==> src/rtl/oam_dma_ctrl.sv <==
// OAM DMA engine: copies LENGTH bytes from {src_page, 8'h00} upward
// into OAM port A, one byte per M-cycle tick.
module oam_dma_ctrl #(
    parameter int LENGTH     = 160,
    parameter int DATA_WIDTH = 8,
    localparam int AW = (LENGTH > 1) ? $clog2(LENGTH) : 1
) (
    input  logic                  clk,
    input  logic                  reset,
    input  logic                  tick,
    input  logic                  start,
    input  logic [7:0]            src_page,
    output logic                  src_rd,
    output logic [15:0]           src_addr,
    input  logic [DATA_WIDTH-1:0] src_data,
    output logic                  oam_we,
    output logic [AW-1:0]         oam_addr,
    output logic [DATA_WIDTH-1:0] oam_din,
    output logic                  busy,
    output logic                  cpu_block,
    output logic                  done
);

    localparam int IW = AW + 1;
    localparam logic [IW-1:0] LAST = IW'(LENGTH - 1);

    typedef enum logic [1:0] {
        IDLE,
        DELAY,
        READ,
        WRITE
    } state_t;

    state_t        state_q, state_d;
    logic [7:0]    page_q, page_d;
    logic [IW-1:0] idx_q, idx_d;
    logic          done_q, done_d;

    always_ff @(posedge clk or posedge reset) begin
        if (reset) begin
            state_q <= IDLE;
            page_q  <= '0;
            idx_q   <= '0;
            done_q  <= 1'b0;
        end else begin
            state_q <= state_d;
            page_q  <= page_d;
            idx_q   <= idx_d;
            done_q  <= done_d;
        end
    end

    // start takes priority in every state so a restart never finishes
    // the aborted read with a write or a done pulse
    always_comb begin
        state_d = state_q;
        page_d  = page_q;
        idx_d   = idx_q;
        done_d  = 1'b0;
        src_rd  = 1'b0;
        oam_we  = 1'b0;
        oam_din = '0;
        if (start) begin
            page_d  = src_page;
            idx_d   = '0;
            state_d = DELAY;
        end else begin
            unique case (state_q)
                IDLE: state_d = IDLE;
                DELAY: begin
                    if (tick) state_d = READ;
                end
                READ: begin
                    if (tick) begin
                        src_rd  = 1'b1;
                        state_d = WRITE;
                    end
                end
                WRITE: begin
                    oam_we  = 1'b1;
                    oam_din = src_data;
                    idx_d   = idx_q + 1'b1;
                    if (idx_q == LAST) begin
                        state_d = IDLE;
                        done_d  = 1'b1;
                    end else begin
                        state_d = READ;
                    end
                end
            endcase
        end
    end

    assign src_addr  = {page_q, 8'(idx_q)};
    assign oam_addr  = idx_q[AW-1:0];
    assign busy      = (state_q != IDLE);
    assign cpu_block = (state_q == READ) || (state_q == WRITE);
    assign done      = done_q;

endmodule

==> config.mk <==
export PLATFORM = sky130hd
export DESIGN_NAME = oam_dma_ctrl
export DESIGN_NICKNAME = d
export VERILOG_FILES = /design/src/rtl/oam_dma_ctrl.sv
export SDC_FILE = /design/constraint.sdc
export NUM_CORES = 1
export LEC_CHECK = 0
export ABC_CLOCK_PERIOD_IN_PS = 1600
export BUFFER_PORTS_ARGS = -buffer_cell sky130_fd_sc_hd__buf_2
export CAP_MARGIN = 20
export CORE_ASPECT_RATIO = 0.8
export CORE_UTILIZATION = 40
export CTS_CLUSTER_DIAMETER = 200
export DETAILED_ROUTE_END_ITERATION = 7
export GPL_ROUTABILITY_DRIVEN = 0
export PLACE_DENSITY = 0.75
export SYNTH_ARGS = -nofsm -noshare
export SYNTH_HDL_FRONTEND = slang
export SYNTH_SLANG_ARGS = --single-unit
==> constraint.sdc <==
create_clock -name clk -period 1.6 [get_ports clk]
set_clock_uncertainty 0.1 [all_clocks]
set_input_delay 0.16 -clock clk [delete_from_list [all_inputs] [get_ports clk]]
set_output_delay 0.16 -clock clk [all_outputs]
set_load 0.05 [all_outputs]
======== After elaboration in Yosys (flattened, before gate mapping) ========
Index checks and enable logic that the tools add are counted.
storage, ports and cells
  register bits ........................... 20
  input port bits ......................... 20
  output and inout port bits .............. 37
  word-level logic and storage cells ...... 33
cells by class
  add/subtract/negate cells ............... 1
  equal/unequal tests ..................... 6
  muxes and demuxes ....................... 17
  reductions and logical operators ........ 5
operators by type and width
  cell                   number
  $mux W9                2
  $mux W8                2
  $add A9 B1 Y9 const B  1
  $eq A9 B8 Y1 const B   1
  $mux W1                8
  $mux W2                4
  $pmux W2 S4            1
  $ne A3 B3 Y1 const B   2
  $eq A2 B2 Y1 const B   2
  $reduce_bool A2 Y1     2
  $eq A2 B1 Y1 const B   1
  $logic_not A2 Y1       1
  $reduce_and A2 Y1      1
  $logic_or A1 B1 Y1     1

======== Longest topological paths before layout ========
Gate-level depths: netlist of run 1.
  depth in word-level cells ............... 4
  gate-level depth with buffers ........... 4
  gate-level depth less buffers ........... 4

======== Worst setup path after synthesis of run 1 ========
OpenSTA, ideal clock, no wires.
  path kind ............................... flip-flop to output port
  start ................................... reg state_q[0]
  end ..................................... out src_rd
  arrival time ............................ 2.068 ns
  data required time ...................... 1.340 ns
  slack ................................... -0.728 ns
  stages on the path, launching flop included .. 3
  buffers on the path ..................... 1
  path through ............................ dfrtp_1 > buf_4 > nor4bb_1
between the ends
  longest elaborated chain between the ends .. 3
RTL lines
  what                    RTL line  source
  from (decl)             34        state_t state_q, state_d;
  from (signal assigned)  46        state_q <= state_d;
  $eq A2 B2 Y1            68        unique case (state_q)
  $mux W1                 68
  $mux W1                 63        if (start) begin
  to (decl)               13        output logic src_rd,
No other way between the ends.

======== Final worst setup path of run 1 ========
  start ................................... reg state_q[1]
  end ..................................... out oam_din[3]
between the ends
  longest elaborated chain between the ends .. 3
RTL lines
  what          RTL line  source
  $eq A2 B2 Y1  68
  $mux W8       68
  $mux W8       63
  to (decl)     18        output logic [DATA_WIDTH-1:0] oam_din,
No other way between the ends.

==> run_results.csv, run 1 <==
group,metric,value,unit
grt,grtUsageTotal,0.173,
timing,fin_crit_sh,1.01,
floorplanning,rows,16,
synthesis,syn-num-nets,127,
floorplanning,start_util,0.433,
floorplanning,die_area,2930,sq um
floorplanning,core_area,2500,sq um
drt,vias_per_cell,4.79,
clock_network,clk-insertion-delay-late,0.30,ns
min_path,holdCritStartpoint,"tick",
grt,gr-total-overflow,0,
placement,place.detailed.hpwl,1630,um
timing,worst_pin_slew,0.738,ns
clock_network,cts-htree-levels,1,
timing,final_hold_viol_count,0,
synthesis,synth.avg_cell_area,10.2,sq um
pwr,p_comb_frac,0.293,
pwr,finalPower,1190,uW
worst_setup_path,crit_arrival,1.36,ns
worst_setup_path,r2r-start,"state_q[1]",
timing,min_period,1.62,ns
clock_network,cts.sinks,20,
timing,relSlewSlack,0.508,
job,maxCapViolCount,0,
pwr,ir_worst_vdd,587,uV
worst_setup_path,worst-setup-path-type,"register to output pin",
worst_setup_path,cp_data_required_time,1.34,ns
cells_and_area,multi_input_area,468,sq um
drt,routed_wl,2570,um
synthesis,ys_warn_count,0,
drt,detail-route-antenna-nets,0,
clock_network,clockRootBuffer,"clkbuf_4",
drt,wl_per_cell,12.8,um
clock_network,cts_tree,"yes",
drt,first_pass_iters,6,
worst_setup_path,crit_path_max_incr_delay,0.45,ns
cells_and_area,seqCellArea,503,sq um
timing,max_freq,619,MHz
grt,antenna_found_initial,0,
cells_and_area,nets,187,
synthesis,synthCells,106,
worst_setup_path,cp_max_fo,4,
synthesis,synth.area.top_cells,"dfrtp_1 (46%), buf_4 (12%), mux2_2 (8.3%)",
placement,placedCellCount,181,
grt,grt_pass1_vias,824,
cells_and_area,drive_above_1_share,0.588,
clock_network,cts_made_buffers,3,
grt,grt_start_max_net_pins,21,
min_path,holdPathEnd,"state_q[1]",
timing,fin_setup_tns,-0.0288,ns
clock_network,cts_max_path_buffers,2,
placement,port_buffers,56,
synthesis,ys_seq_area_frac,0.461,
cells_and_area,stdcell_count,201,
worst_setup_path,critical_path.cell_chain,"and3b_2 > and2_2 > buf_6",
cells_and_area,area_growth,46.9,%
pwr,leakagePower,0.000803,uW
pwr,power_frac_seq,0.463,
pwr,internal-power,802,uW
synthesis,yosysTopAreaCell,"dfrtp_1",
cells_and_area,final_area,1590,sq um
drt,drc,0,
timing,rsz0062_at_grt,"true",
timing,report.final.slew_viol_count,0,
cells_and_area,diodes,0,
floorplanning,die_h,48.6,um
floorplanning,io_pins,57,
cells_and_area,nFillCells,192,
drt,first_iter_violations,11,
pwr,power_frac_clock,0.244,
timing,setup_ws,-0.0161,ns
worst_setup_path,reg2regPathDepth,4,
run_status,violations,"negative setup slack",
pwr,switching_share,0.325,
worst_setup_path,critPathSlowestCell,"dfrtp_2",
synthesis,synth_top_area_share,0.461,
synthesis,ys_seq_elements,20,
worst_setup_path,endpoint_kind,"output pin",
worst_setup_path,rrSetupSlack,0.05,ns
clock_network,clk_pin_slew,0.11,ns
timing,finalSetupViolCount,4,
run_status,status,"finished with violations",
synthesis,netlist_area,1080,sq um
grt,grt_pass1_wl,3840,um
worst_setup_path,critPathLaunchType,"register",
pwr,switching_power,386,uW
min_path,worstHoldPathCells,3,
placement,post_dp_cell_area,1320,sq um
pwr,power_density,746,nW/um^2
floorplanning,fp.dieW,60.2,um
synthesis,synthDistinctLibCells,27,
worst_setup_path,r2r-end,"idx_q[3]",
min_path,hold_path.class,"input port to register",
drt,vias,962,
==> repair_timing <==
action / in CTS / in global routing
gates resized for setup: 24 / 8
cloned: 1 / 0
pin swaps: 1 / 1
buffers inserted: 2 / 4
hold buffers: 9 / 0
endpoints found under the hold margin: 28 / 0
setup endpoints to repair: 11 / 12
==> worst max-delay path by stage <==
stage,startpoint,endpoint,slack [ns],depth (start not counted)
2_1_floorplan,state_q[0],oam_din[0],0.01,4
3_3_place_gp,idx_q[1],idx_q[8],0.14,4
3_5_place_dp,idx_q[1],idx_q[8],0.09,4
4_1_cts,state_q[1],oam_din[6],-0.007,3
5_1_grt,state_q[0],src_rd,-0.06,3
6_report,state_q[1],oam_din[3],-0.02,3
==> Yosys cell counts (all sizes together) <==
library cell  instances
mux2                  8
inv                   2
or4                   2
xnor2                 1
xor2                  1
buf                  19
nand3                 3
nor3                  2
or2                   1
a211o                 1
nor4                  1
and2                  8
o31ai                 2
or3                   5
nand2                 5
a21oi                 8
dfrtp                20
clkbuf                3
nand4                 3
nor2                  4
and3b                 1
o21ai                 4
ha                    1
nor4bb                1
==> final cells by class <==
| type | count | share of cell area |
|---|---|---|
| multi-input combinational | 63 | 0.294 |
| timing repair buffer | 76 | 0.335 |
| inverter | 2 | 0.00471 |
| sequential | 20 | 0.316 |
| clock buffer | 4 | 0.0228 |
| tap | 36 | 0.0283 |
==> sequential cells by signal (all words and copies together), names as in the netlist <==
signal,cells
state_q,2
idx_q,9
done,1
page_q,8
==> critical path: cells and delay by family (launching register included) <==
kind          cells  cell delay, ns
flops             1            0.45
buf+inv           1            0.15
simple gates      2            0.44
==> power groups by stage <==
stage	sequential, uW	combinational, uW	clock (uW)
CTS	551	337	301
detailed placement	564	289	0
global placement	562	285	0
floorplan	631	153	0
global route	555	368	324
finish	551	348	290
==> metal layers <==
metal	GRT usage	vias up	part of all wire
met5	0	-	0
met4	0.0116	0	0
met3	0.0508	0	0.047
met2	0.288	30	0.54
met1	0.230	462	0.41
li1	-	470	-
==> cell usage in the layout, fill, tap and decap left out, types with 2 or more instances in the layout <==
master / synthesis / final
nand4_1: 3 / 3
and2_2: 0 / 6
clkbuf_4: 0 / 3
dfrtp_1: 20 / 18
buf_8: 0 / 3
and2_4: 0 / 2
buf_2: 1 / 46
a21oi_1: 8 / 8
nand3_1: 2 / 2
or3_1: 2 / 2
mux2_2: 8 / 8
nor2_1: 4 / 4
or4_1: 2 / 2
o31ai_1: 2 / 2
buf_4: 18 / 9
nor3_1: 2 / 2
or3_2: 3 / 2
o21ai_0: 4 / 4
dfrtp_2: 0 / 2
inv_1: 2 / 2
dlygate4sd3_1: 0 / 9
nand2_1: 5 / 5
and3b_2: 0 / 2
buf_6: 0 / 9
==> cells by family (layout without fill, tap and decap cells) <==
group	count (synthesis)	in the layout	share of synthesized area
compound gates	15	15	0.0773
xor+xnor	2	2	0.0162
fa+ha+maj	1	1	0.0115
buf+inv	24	82	0.146
flops	20	20	0.461
mux	8	8	0.0830
simple gates	36	37	0.204
==> metrics by stage <==
stage                     worst slack [ns]   util  hold slack (ns)
final                              -0.0161  0.637           0.0984
after global placement               0.139  0.528            0.212
after floorplan                     0.0102      -           0.0238
after CTS                         -0.00720  0.616           0.0990
after detailed placement            0.0909  0.528            0.220
after global routing               -0.0611  0.637            0.148
(Power assumes the default switching activity.)
==> run 2, diff against run 1 <==
--- a/config.mk
+++ b/config.mk
@@ -10,6 +10,7 @@
 export CAP_MARGIN = 20
 export CORE_ASPECT_RATIO = 0.8
 export CORE_UTILIZATION = 40
+export CTS_BUF_LIST = sky130_fd_sc_hd__clkbuf_8
 export CTS_CLUSTER_DIAMETER = 200
 export DETAILED_ROUTE_END_ITERATION = 7
 export GPL_ROUTABILITY_DRIVEN = 0
==> run_results.csv, run 2 (same netlist as run 1, synthesis figures left out) <==
group,metric,value,unit
min_path,hold_path.class,"input port to register",
cells_and_area,area_growth,36.3,%
placement,dp_slack,0.0909,ns
timing,setup_ws,0.0339,ns
clock_network,cts_tree,"yes",
timing,relSlewSlack,0.513,
grt,gr-total-overflow,0,
run_status,status,"completed",
worst_setup_path,critical_path.cell_chain,"buf_4 > or2_2 > buf_4",
worst_setup_path,critPathSlowestCell,"dfrtp_2",
cells_and_area,drive_above_1_share,0.610,
cells_and_area,final_common_cell,"buf_2",
cells_and_area,largest_reg_flops,9,
pwr,power_density,843,nW/um^2
floorplanning,core_area,2500,sq um
cells_and_area,final_cell_mix,"buf_2 (46), dfrtp_1 (18), buf_4 (10)",
timing,rsz0062_at_grt,"true",
grt,grt_pass1_wl,3600,um
timing,finalSetupViolCount,0,
floorplanning,fp.dieW,60.2,um
clock_network,clk-insertion-delay-late,0.26,ns
pwr,leakagePower,0.000752,uW
pwr,power_frac_clock,0.307,
floorplanning,die_area,2930,sq um
drt,first_pass_iters,4,
drt,routed_wl,2290,um
drt,vias_per_cell,4.64,
worst_setup_path,crit_top_cell,"buf_4",
drt,wl_per_cell,12.1,um
timing,report.final.slew_viol_count,0,
drt,first_iter_violations,9,
drt,vias,881,
pwr,switching_share,0.312,
clock_network,cts_max_path_buffers,2,
placement,port_buffers,56,
worst_setup_path,cp_max_fo,5,
job,maxCapViolCount,0,
floorplanning,io_pins,57,
clock_network,clk_pin_slew,0.07,ns
worst_setup_path,critPathLaunchType,"register",
cells_and_area,reg_top3,"idx_q x9, page_q x8, state_q x2",
timing,max_freq,639,MHz
clock_network,cts_made_buffers,3,
pwr,internal-power,857,uW
worst_setup_path,endpoint_kind,"output pin",
cells_and_area,regMostFlops,"idx_q",
floorplanning,die_h,48.6,um
grt,grt_pass1_vias,767,
floorplanning,start_util,0.433,
pwr,p_comb_frac,0.253,
worst_setup_path,crit_path_max_incr_delay,0.42,ns
timing,min_period,1.57,ns
clock_network,clockRootBuffer,"clkbuf_8",
cells_and_area,nets,176,
timing,fin_hold_ws,0.0254,ns
cells_and_area,nFillCells,213,
timing,final_hold_viol_count,0,
clock_network,cts-htree-levels,1,
timing,fin_crit_sh,0.979,
worst_setup_path,worst-setup-path-type,"register to output pin",
pwr,power_frac_seq,0.440,
placement,place.detailed.hpwl,1630,um
timing,worst_pin_slew,0.729,ns
clock_network,cts.sinks,20,
grt,grtUsageTotal,0.163,
cells_and_area,diodes,0,
drt,drc,0,
worst_setup_path,cp_data_required_time,1.34,ns
grt,antenna_found_initial,0,
grt,grt_start_max_net_pins,21,
pwr,ir_worst_vdd,529,uV
floorplanning,rows,16,
drt,detail-route-antenna-nets,0,
worst_setup_path,crit_arrival,1.31,ns
pwr,switching_power,390,uW
## run 2: changes by cell type in the layout (fill, tap and decap cells not counted)
cell | before | now
and2_2 | 6 | 8
and2_4 | 2 | 0
and3b_2 | 2 | 1
buf_4 | 9 | 10
buf_8 | 3 | 0
clkbuf_4 | 3 | 0
clkbuf_8 | 1 | 4
dlygate4sd3_1 | 9 | 1
or3_2 | 2 | 3
or3_4 | 1 | 0
## run 2: area by class of cell
| class | count | area, sq um | share of cell area |
|---|---|---|---|
| Tap cell | 36 | 45.0 | 0.0305 |
| Timing Repair Buffer | 66 | 417 | 0.282 |
| Inverter | 2 | 7.51 | 0.00508 |
| Clock buffer | 4 | 55.1 | 0.0372 |
| Multi-Input combinational cell | 62 | 452 | 0.305 |
| Sequential cell | 20 | 503 | 0.340 |
## run 2: per-stage QoR
step / utilization / instance area (sq um) / TNS [ns] / cells / total power [uW]
final: 0.591 / 1480 / 0 / 190 / 1250
after global routing: 0.591 / 1480 / -0.0150 / 190 / 1300
after CTS: 0.572 / 1430 / 0 / 188 / 1250
after detailed placement: 0.528 / 1320 / 0 / 181 / 853
after global placement: 0.528 / 1320 / 0 / 181 / 846
after floorplan: - / 1110 / 0 / 106 / 784
## run 2: power groups by stage
stage          combinational, uW  sequential [uW]  clock [uW]
2_1_floorplan                153              631           0
3_3_place_gp                 285              562           0
3_5_place_dp                 289              564           0
4_1_cts                      310              549         393
5_1_grt                      334              552         415
6_report                     316              548         383
## run 2: timing repair
| item | in CTS | in global routing |
|---|---|---|
| resized for setup | 13 | 9 |
| endpoints found under the setup margin | 11 | 10 |
| endpoints found under the hold margin | 20 | 0 |
| setup buffers | 2 | 2 |
| cloned | 0 | 0 |
| hold buffers | 1 | 0 |
## run 2: metal layers
layer	wire, um	GRT usage	vias up
met5	0	0	-
met4	16	0.0349	0
met3	129	0.0588	2
met2	1150	0.256	28
met1	989	0.213	407
li1	-	-	444
## run 2: final timing paths
| path | startpoint | to | slack, ns | depth (start not counted) |
|---|---|---|---|---|
| setup / recovery | state_q[1] | busy | 0.03 | 3 |
| max in group asynchronous | reset | state_q[0] | 0.43 | 3 |
| setup reg to reg | idx_q[0] | idx_q[8] | 0.11 | 4 |
| hold / removal | src_page[4] | page_q[4] | 0.03 | 2 |
| hold reg to reg | page_q[3] | page_q[3] | 0.41 | 1 |
| min in group asynchronous | reset | idx_q[7] | 0.46 | 3 |
## run 2: critical path, delay by kind of cell, from the launching register on
family / cells / cell delay, ns
flops: 1 / 0.42
simple gates: 1 / 0.28
buf+inv: 2 / 0.34
==> run 3, diff against run 2 <==
==> constraint.sdc (replaced) <==
create_clock -name clk -period 1.6 [get_ports clk]
set_clock_uncertainty 0.1 [all_clocks]
set_input_delay 0.32 -clock clk [delete_from_list [all_inputs] [get_ports clk]]
set_output_delay 0.32 -clock clk [all_outputs]
set_load 0.05 [all_outputs]
==> run_results.csv, run 3 (same netlist as run 1, synthesis figures left out) <==
group,metric,value,unit
run_status,status,"finished with violations",
run_status,violations,"negative setup slack",
cells_and_area,multi_input_area,482,sq um
grt,antenna_found_initial,0,
worst_setup_path,crit_path_max_incr_delay,0.41,ns
timing,worst_pin_slew,0.291,ns
timing,final_hold_viol_count,0,
cells_and_area,largest_reg_flops,9,
grt,grt_pass1_wl,3720,um
min_path,hold_path.class,"input port to register",
clock_network,cts-htree-levels,1,
timing,relSlewSlack,0.804,
clock_network,clk_pin_slew,0.08,ns
clock_network,cts.sinks,20,
timing,max_freq,584,MHz
pwr,power_density,803,nW/um^2
drt,first_iter_violations,26,
timing,fin_hold_ws,0.189,ns
placement,dp_slack,-0.0586,ns
grt,grt_pass1_vias,828,
cells_and_area,final_area,1580,sq um
timing,rsz0062_at_grt,"true",
drt,vias_per_cell,4.94,
floorplanning,rows,16,
timing,min_period,1.71,ns
drt,routed_wl,2550,um
placement,place.detailed.hpwl,1720,um
clock_network,cts_tree,"yes",
worst_setup_path,crit_arrival,1.29,ns
worst_setup_path,critical_path.cell_chain,"buf_6 > nor4bb_4 > buf_6",
drt,vias,959,
floorplanning,io_pins,57,
cells_and_area,final_common_cell,"buf_2",
clock_network,cts_made_buffers,3,
grt,grtUsageTotal,0.173,
timing,fin_crit_sh,1.07,
cells_and_area,reg_top3,"idx_q x9, page_q x8, state_q x2",
drt,first_pass_iters,4,
drt,detail-route-antenna-nets,0,
clock_network,cts_max_path_buffers,2,
timing,report.final.slew_viol_count,0,
pwr,leakagePower,0.000789,uW
worst_setup_path,cp_data_required_time,1.18,ns
worst_setup_path,worst-setup-path-type,"register to output pin",
worst_setup_path,cp_max_fo,3,
floorplanning,core_area,2500,sq um
worst_setup_path,endpoint_kind,"output pin",
drt,wl_per_cell,13.2,um
clock_network,clk-insertion-delay-late,0.26,ns
drt,drc,0,
cells_and_area,drive_above_1_share,0.614,
grt,grt_start_max_net_pins,21,
floorplanning,die_area,2930,sq um
cells_and_area,nFillCells,194,
job,maxCapViolCount,0,
floorplanning,start_util,0.433,
cells_and_area,seqCellArea,500,sq um
timing,finalSetupViolCount,10,
placement,post_dp_cell_area,1350,sq um
cells_and_area,area_growth,45.7,%
placement,port_buffers,56,
cells_and_area,diodes,0,
grt,gr-total-overflow,0,
timing,setup_ws,-0.112,ns
clock_network,clockRootBuffer,"clkbuf_8",
worst_setup_path,critPathLaunchType,"register",
worst_setup_path,critPathSlowestCell,"dfrtp_1",
cells_and_area,regMostFlops,"idx_q",
cells_and_area,nets,180,
floorplanning,die_h,48.6,um
pwr,ir_worst_vdd,637,uV
cells_and_area,final_cell_mix,"buf_2 (45), dfrtp_1 (20), buf_4 (12)",
floorplanning,fp.dieW,60.2,um
worst_setup_path,crit_top_cell,"buf_6",
==> run 3: changes by cell type in the layout (fill, tap and decap cells not counted), sizes merged <==
cell	before	now
buf	65	69
==> run 3: per-stage QoR <==
stage	utilization	instances	TNS [ns]	total power (uW)
3_3_place_gp	0.541	184	-0.117	859
3_5_place_dp	0.541	184	-0.391	865
2_1_floorplan	-	106	-0.0141	790
4_1_cts	0.600	190	-0.834	1270
5_1_grt	0.632	194	-1.45	1320
6_report	0.632	194	-0.887	1270
==> run 3: metal layers <==
layer,vias up,global-route usage,share of wire
li1,459,-,-
met1,453,0.192,0.41
met2,45,0.310,0.51
met3,2,0.0481,0.071
met4,0,0.0581,0.011
met5,-,0,0
==> run 3: what timing repair did <==
action	in CTS	in global routing
buffers inserted	1	4
pin swaps	2	1
endpoints found under the setup margin	11	15
gates resized for setup	24	12
hold buffers	1	0
endpoints found under the hold margin	7	0
==> run 3: path summary, 6_finish.rpt <==
kind / slack, ns / cells after the start / endpoint / start
hold / removal: 0.19 / 2 / page_q[4] / src_page[4]
max in group asynchronous: 0.47 / 4 / idx_q[4] / reset
setup / recovery: -0.11 / 3 / src_rd / state_q[0]
hold reg to reg: 0.41 / 1 / page_q[3] / page_q[3]
setup reg to reg: 0.04 / 4 / idx_q[7] / state_q[0]
min in group asynchronous: 0.43 / 3 / page_q[4] / reset
==> run 3: area by class of cell <==
class,instances,area share
clock buffer,4,0.0348
inverter,2,0.00475
multi-input combinational,62,0.305
sequential,20,0.317
tap,36,0.0285
timing repair buffer,70,0.310
==> run 3: worst max-delay path: cells and delay by family (launching register included) <==
family	cells	cell delay (ns)
flops	1	0.41
buf+inv	2	0.33
simple gates	1	0.28
==> run 3: power breakdown <==
group / leakage, uW / switching [uW] / internal (uW)
clock network: 0.0000288 / 160 / 219
logic: 0.000503 / 218 / 122
registers: 0.000257 / 16.6 / 533
total: 0.000789 / 394 / 874
